==> src/rtl/dqs_dly_sweep_if.sv <==
// rtl/dqs_dly_sweep_if.sv - delay-line control/feedback bus between the sweep sequencer and the DQS delay/IOB stage
interface dqs_dly_sweep_if #(
  parameter int DLY_WIDTH = 5
);
  logic [DLY_WIDTH-1:0] dly_data;
  logic                 ld;
  logic                 set;
  logic                 dly_ready;
  logic                 dqs_in;

  // Sequencer side: drives tap code and strobes, observes ready and the received DQS
  modport master (
    output dly_data, ld, set,
    input  dly_ready, dqs_in
  );

  // Delay/IOB stage side
  modport slave (
    input  dly_data, ld, set,
    output dly_ready, dqs_in
  );
endinterface

==> src/rtl/dqs_dly_sweep.sv <==
// rtl/dqs_dly_sweep.sv - DQS ODELAY tap sweep with per-tap majority sampling and edge search
module dqs_dly_sweep #(
  parameter int DLY_WIDTH     = 5,
  parameter int SETTLE_CYCLES = 8,
  parameter int SAMPLE_COUNT  = 16
) (
  input  logic                 clk,
  input  logic                 rst,
  input  logic                 start,
  input  logic                 abort,
  dqs_dly_sweep_if.master      dly,
  output logic                 busy,
  output logic                 done,
  output logic                 edge_found,
  output logic [DLY_WIDTH-1:0] edge_tap,
  output logic                 ref_level,
  output logic                 err
);

  localparam int ONES_W = $clog2(SAMPLE_COUNT + 1);
  localparam logic [DLY_WIDTH-1:0] TAP_MAX     = '1;
  localparam logic [DLY_WIDTH-1:0] TAP_ONE     = DLY_WIDTH'(1);
  localparam logic [7:0]           SETTLE_LAST = 8'(SETTLE_CYCLES - 1);
  localparam logic [7:0]           SAMPLE_LAST = 8'(SAMPLE_COUNT - 1);

  typedef enum logic [2:0] {IDLE, LOAD, APPLY, SETTLE, SAMPLE, EVAL, FINISH} state_t;

  state_t              state, state_nxt;
  logic [DLY_WIDTH-1:0] tap;
  logic [7:0]          cnt;
  logic [ONES_W-1:0]   ones;
  logic [ONES_W:0]     ones_x2;
  logic                level;
  logic                fault;
  logic                ld_c, set_c, done_c;

  // Strict majority; an exact half count resolves to 0
  assign ones_x2 = {ones, 1'b0};
  assign level   = (32'(ones_x2) > 32'(SAMPLE_COUNT));

  // Abort or loss of ready kills any in-progress sweep step; IDLE and FINISH are immune
  assign fault = (state inside {LOAD, APPLY, SETTLE, SAMPLE, EVAL}) && (abort || !dly.dly_ready);

  assign dly.dly_data = tap;
  assign dly.ld       = ld_c;
  assign dly.set      = set_c;
  assign done         = done_c;
  assign busy         = (state != IDLE);

  // State register
  always_ff @(posedge clk or negedge rst) begin
    if (!rst) state <= IDLE;
    else      state <= state_nxt;
  end

  // Next-state and strobe decode; a fault overrides everything including the EVAL decision
  always_comb begin
    state_nxt = state;
    ld_c      = 1'b0;
    set_c     = 1'b0;
    done_c    = 1'b0;
    case (state)
      IDLE:    if (start && dly.dly_ready && !abort) state_nxt = LOAD;
      LOAD:    begin ld_c = 1'b1; state_nxt = APPLY; end
      APPLY:   begin set_c = 1'b1; state_nxt = SETTLE; end
      SETTLE:  if (cnt == SETTLE_LAST) state_nxt = SAMPLE;
      SAMPLE:  if (cnt == SAMPLE_LAST) state_nxt = EVAL;
      EVAL: begin
        if ((tap != '0) && (level != ref_level)) state_nxt = FINISH;
        else if (tap == TAP_MAX)                 state_nxt = FINISH;
        else                                     state_nxt = LOAD;
      end
      FINISH:  begin done_c = 1'b1; state_nxt = IDLE; end
      default: state_nxt = IDLE;
    endcase
    if (fault) begin
      state_nxt = FINISH;
      ld_c      = 1'b0;
      set_c     = 1'b0;
    end
  end

  // Tap, counters and sticky results
  always_ff @(posedge clk or negedge rst) begin
    if (!rst) begin
      tap        <= '0;
      cnt        <= '0;
      ones       <= '0;
      edge_found <= 1'b0;
      edge_tap   <= '0;
      ref_level  <= 1'b0;
      err        <= 1'b0;
    end else if (fault) begin
      err <= 1'b1;
    end else begin
      case (state)
        IDLE: begin
          if (start && dly.dly_ready && !abort) begin
            tap        <= '0;
            cnt        <= '0;
            ones       <= '0;
            edge_found <= 1'b0;
            edge_tap   <= '0;
            ref_level  <= 1'b0;
            err        <= 1'b0;
          end
        end
        SETTLE: begin
          if (cnt == SETTLE_LAST) begin
            cnt  <= '0;
            ones <= '0;
          end else begin
            cnt <= cnt + 8'd1;
          end
        end
        SAMPLE: begin
          ones <= ones + ONES_W'(dly.dqs_in);
          if (cnt == SAMPLE_LAST) cnt <= '0;
          else                    cnt <= cnt + 8'd1;
        end
        EVAL: begin
          if (tap == '0) begin
            ref_level <= level;
            tap       <= tap + TAP_ONE;
          end else if (level != ref_level) begin
            edge_found <= 1'b1;
            edge_tap   <= tap;
          end else if (tap == TAP_MAX) begin
            edge_tap <= tap;
          end else begin
            tap <= tap + TAP_ONE;
          end
        end
        default: ;
      endcase
    end
  end

endmodule

==> src/flat_wrapper.sv <==
// flat-port wrapper written by rule: the top's interface ports become plain ports
module dqs_dly_sweep_flat 
#(
  parameter int DLY_WIDTH     = 5,
  parameter int SETTLE_CYCLES = 8,
  parameter int SAMPLE_COUNT  = 16
)
  (clk, rst, start, abort, busy, done, edge_found, edge_tap, ref_level, err, dly_dly_data, dly_ld, dly_set, dly_dly_ready, dly_dqs_in);
  dqs_dly_sweep_if #(.DLY_WIDTH(DLY_WIDTH)) dly_i ();
  input  logic clk;
  input  logic rst;
  input  logic start;
  input  logic abort;
  output logic busy;
  output logic done;
  output logic edge_found;
  output logic [DLY_WIDTH-1:0] edge_tap;
  output logic ref_level;
  output logic err;
  output wire logic [$bits(dly_i.dly_data)-1:0] dly_dly_data;
  output wire logic [$bits(dly_i.ld)-1:0] dly_ld;
  output wire logic [$bits(dly_i.set)-1:0] dly_set;
  input wire logic [$bits(dly_i.dly_ready)-1:0] dly_dly_ready;
  input wire logic [$bits(dly_i.dqs_in)-1:0] dly_dqs_in;
  assign dly_dly_data = dly_i.dly_data;
  assign dly_ld = dly_i.ld;
  assign dly_set = dly_i.set;
  assign dly_i.dly_ready = dly_dly_ready;
  assign dly_i.dqs_in = dly_dqs_in;
  dqs_dly_sweep #(.DLY_WIDTH(DLY_WIDTH), .SETTLE_CYCLES(SETTLE_CYCLES), .SAMPLE_COUNT(SAMPLE_COUNT)) u_core (.clk(clk), .rst(rst), .start(start), .abort(abort), .dly(dly_i), .busy(busy), .done(done), .edge_found(edge_found), .edge_tap(edge_tap), .ref_level(ref_level), .err(err));
endmodule
==> config.mk <==
export PLATFORM = sky130hd
export DESIGN_NAME = dqs_dly_sweep_flat
export DESIGN_NICKNAME = d
export VERILOG_FILES = /design/src/rtl/dqs_dly_sweep_if.sv /design/src/rtl/dqs_dly_sweep.sv /design/src/flat_wrapper.sv
export SDC_FILE = /design/constraint.sdc
export NUM_CORES = 1
export LEC_CHECK = 0
export CAP_MARGIN = 20
export CORE_MARGIN = 1
export CORE_UTILIZATION = 67
export CTS_CLUSTER_DIAMETER = 100
export DETAILED_ROUTE_END_ITERATION = 7
export DONT_BUFFER_PORTS = 1
export GPL_TIMING_DRIVEN = 0
export HOLD_SLACK_MARGIN = 0.02
export PLACE_DENSITY = 0.9
export SLEW_MARGIN = 5
export SYNTH_ARGS = -nofsm -noshare
export SYNTH_HDL_FRONTEND = slang
export SYNTH_SLANG_ARGS = --single-unit
export TNS_END_PERCENT = 1
==> constraint.sdc <==
create_clock -name clk -period 6.35 [get_ports clk]
set_input_delay 0.635 -clock clk [delete_from_list [all_inputs] [get_ports clk]]
set_output_delay 0.635 -clock clk [all_outputs]
set_load 0.005 [all_outputs]
==> impl_metrics.tcl <==
set metrics [dict create \
    ioPinCount 23 \
    firstDrtPassIters 4 \
    hold_class "in2async" \
    clock_latency_ns 0.32 \
    layout.nets 206 \
    grt_usage 0.307 \
    maxCapViolCount 0 \
    min_period_over_period 0.365 \
    syn_nets 198 \
    die-area_um2 2870 \
    status "complete, no violations" \
    cts_buffers 5 \
    postCtsSetupRepairBufs 0 \
    ys_ff_latch 29 \
    core_um2 2500 \
    rsz0062_at_grt "false" \
    vdd_ir_drop_max_mv 0.262 \
    final.setup.tns_ns 0 \
    yosysSeqAreaShare 0.408 \
    rows 18 \
    power.density_nw_per_um2 326 \
    critPathMaxStageDelay_ns 0.50 \
    die_y_um 53.5 \
    fin_crit_ns 2.31 \
    antenna_found_initial 0 \
    clkTransAtPathRegs_ns 0.09 \
    vias_per_cell 6.88 \
    synthTopCellsByArea "dfrtp_1 41%, nand2_1 4.4%, ha_1 4.2%" \
    synth_area_um2 1780 \
    yosysWarnings 0 \
    ctsHoldBuffers 1 \
    cpMaxStageDelayCell "or4b_4" \
    tightest_slew_ns 0.617 \
    postCtsResizedCells 0 \
    drtAntennaViolNets 0 \
    p_leak_nw 0.814 \
    nFillCells 180 \
    drive_gt1_frac 0.108 \
    cts_buffer_depth 2 \
    avgSynthCellArea_um2 9.57 \
    drc 0 \
    hpwl_mm 2.85 \
    syn_inst 186 \
    crit_family "compound AO/OA/AOI/OAI gates" \
    cp.required_ns 6.56 \
    end_kind "flop" \
    wirelength_mm 3.93 \
    synth_edf_count 0 \
    yosys.area.top_type "dfrtp_1" \
    ys.flop_type "dfrtp_1" \
    arrival_ns 2.53 \
    drv_slew 0 \
    wl_per_cell_um 17.5 \
    drtIter0Drc 45 \
    grt_remaining_overflow 0 \
    async_flop_share 1.00 \
    dr_total_vias 1547 \
    die_x_um 53.5 \
    clock_sinks 29 \
    clockRootBuffer "clkbuf_4" \
    crit_buf_inv 2 \
    max_freq_mhz 432 \
    cp-start-kind "flop" \
    crit_chain "inv_1, ha_1, or4b_4, and2_4, buf_6, a21o_1, o311a_1, a41o_1" \
    grt_first_pass_wirelength_mm 6.29 \
    synthDominantCellAreaShare 0.408 \
    hold_viol_final 0 \
    h-tree-depth 2 \
    grt_max_degree 30 \
    hold_ws_ns 0.122 \
    synthToLayoutAreaGrowth_pct 6.12 \
    most-common-layout-cells "29 x dfrtp_1, 21 x nand2_1, 15 x o21ai_0, 10 x o21ai_1" \
    diodes 0 \
    synthDistinctLibCells 51 \
    initial_utilization 0.712 \
    worstPathMaxFanout 7 \
    cts_tree "yes" \
    io_buffers 0 \
    relSlewSlack 0.587 \
    critical_path_class "reg2reg" \
    grt_pass1_vias 1435 \
    finalSetupViolCount 0 \
    fin_worst_skew_ns 0.00668 \
    gp_congestion 0.875 \
    layout_commonest_cell "dfrtp_1" \
]
## final timing paths
| check | from | end | slack (ns) | cells after the start |
|---|---|---|---|---|
| hold reg to reg | u_core.err$_DFFE_PN0P_ | u_core.err$_DFFE_PN0P_ | 0.51 | 1 |
| setup reg to reg | u_core.dly.dly_data[0]$_DFFE_PN0P_ | u_core.dly.dly_data[2]$_DFFE_PN0P_ | 4.04 | 8 |
| hold / removal | rst | u_core.ones[1]$_DFFE_PN0P_ | 0.12 | 1 |
| min in group clk | u_core.err$_DFFE_PN0P_ | u_core.err$_DFFE_PN0P_ | 0.51 | 1 |
| max in group asynchronous | rst | u_core.cnt[6]$_DFFE_PN0P_ | 6.06 | 1 |
| setup / recovery | u_core.dly.dly_data[0]$_DFFE_PN0P_ | u_core.dly.dly_data[2]$_DFFE_PN0P_ | 4.04 | 8 |
## layer usage
layer  up-vias  track usage  share of wire  routed length, um
li1        720            -              -                  -
met1       763        0.395           0.44               1740
met2        54        0.502           0.49               1940
met3        10       0.0650          0.043                170
met4         0        0.123          0.019                 75
met5         -            0              0                  0
## per-stage QoR
step                worst slack [ns]   util  power, mW  instance area [um^2]  std cells
global route                    3.92  0.755      0.658                  1890        225
global placement                4.12  0.727      0.482                  1820        216
CTS                             4.05  0.755      0.611                  1890        225
floorplan                       4.22      -      0.445                  1780        186
detailed placement              4.06  0.727      0.502                  1820        216
finish                          4.04  0.755      0.615                  1890        225
## area by class of cell
class                           instances  area, um^2  area share
Multi-Input combinational cell        147        1010       0.533
Sequential cell                        29         726       0.384
Inverter                                4        15.0     0.00795
Tap cell                               30        37.5      0.0199
Clock inverter                          2        10.0     0.00530
Timing Repair Buffer                    1        20.0      0.0106
Clock buffer                            6        41.3      0.0219
Buffer                                  6        31.3      0.0166
## worst register-to-register path: cells and delay by family, from the launching register on
| kind | cells | cell delay, ns |
|---|---|---|
| buffers and inverters | 2 | 0.22 |
| and+or+nand+nor | 2 | 0.67 |
| DFF | 1 | 0.48 |
| AOI/OAI and AO/OA | 3 | 0.71 |
| adders and majority gates | 1 | 0.14 |
## synthesized netlist by cell type, types with 5 or more instances
| cell | count |
|---|---|
| nand3_1 | 7 |
| and3_1 | 5 |
| o21ai_1 | 10 |
| dfrtp_1 | 29 |
| o21ai_0 | 15 |
| nor2_1 | 8 |
| nand2b_1 | 7 |
| nand2_1 | 21 |
| o31ai_1 | 7 |
| a21oi_1 | 8 |
| a32o_1 | 5 |
| ha_1 | 6 |
## registers in the layout, indices dropped and copies added (netlist names)
signal	cells
u_core.dly.dly_data	5
u_core.err	1
u_core.edge_tap	5
u_core.cnt	8
u_core.state	3
u_core.edge_found	1
u_core.ones	5
u_core.ref_level	1
## logic make-up after synthesis
kind of cell,count (synthesis),share of synthesized area
DFF,29,0.408
muxes,2,0.0120
adders and majority gates,6,0.0422
buffers and inverters,10,0.0260
and+or+nand+nor,70,0.220
AOI/OAI and AO/OA,68,0.287
xor gates and xnor gates,1,0.00492
## report_power, final
part | switching, mW | total [mW] | leakage, nW | internal (mW)
Sequential | 0.0372 | 0.250 | 0.392 | 0.213
Combinational | 0.160 | 0.260 | 0.390 | 0.0999
Clock | 0.0635 | 0.106 | 0.0320 | 0.0421
Total | 0.260 | 0.615 | 0.814 | 0.355
(Power assumes the default switching activity.)
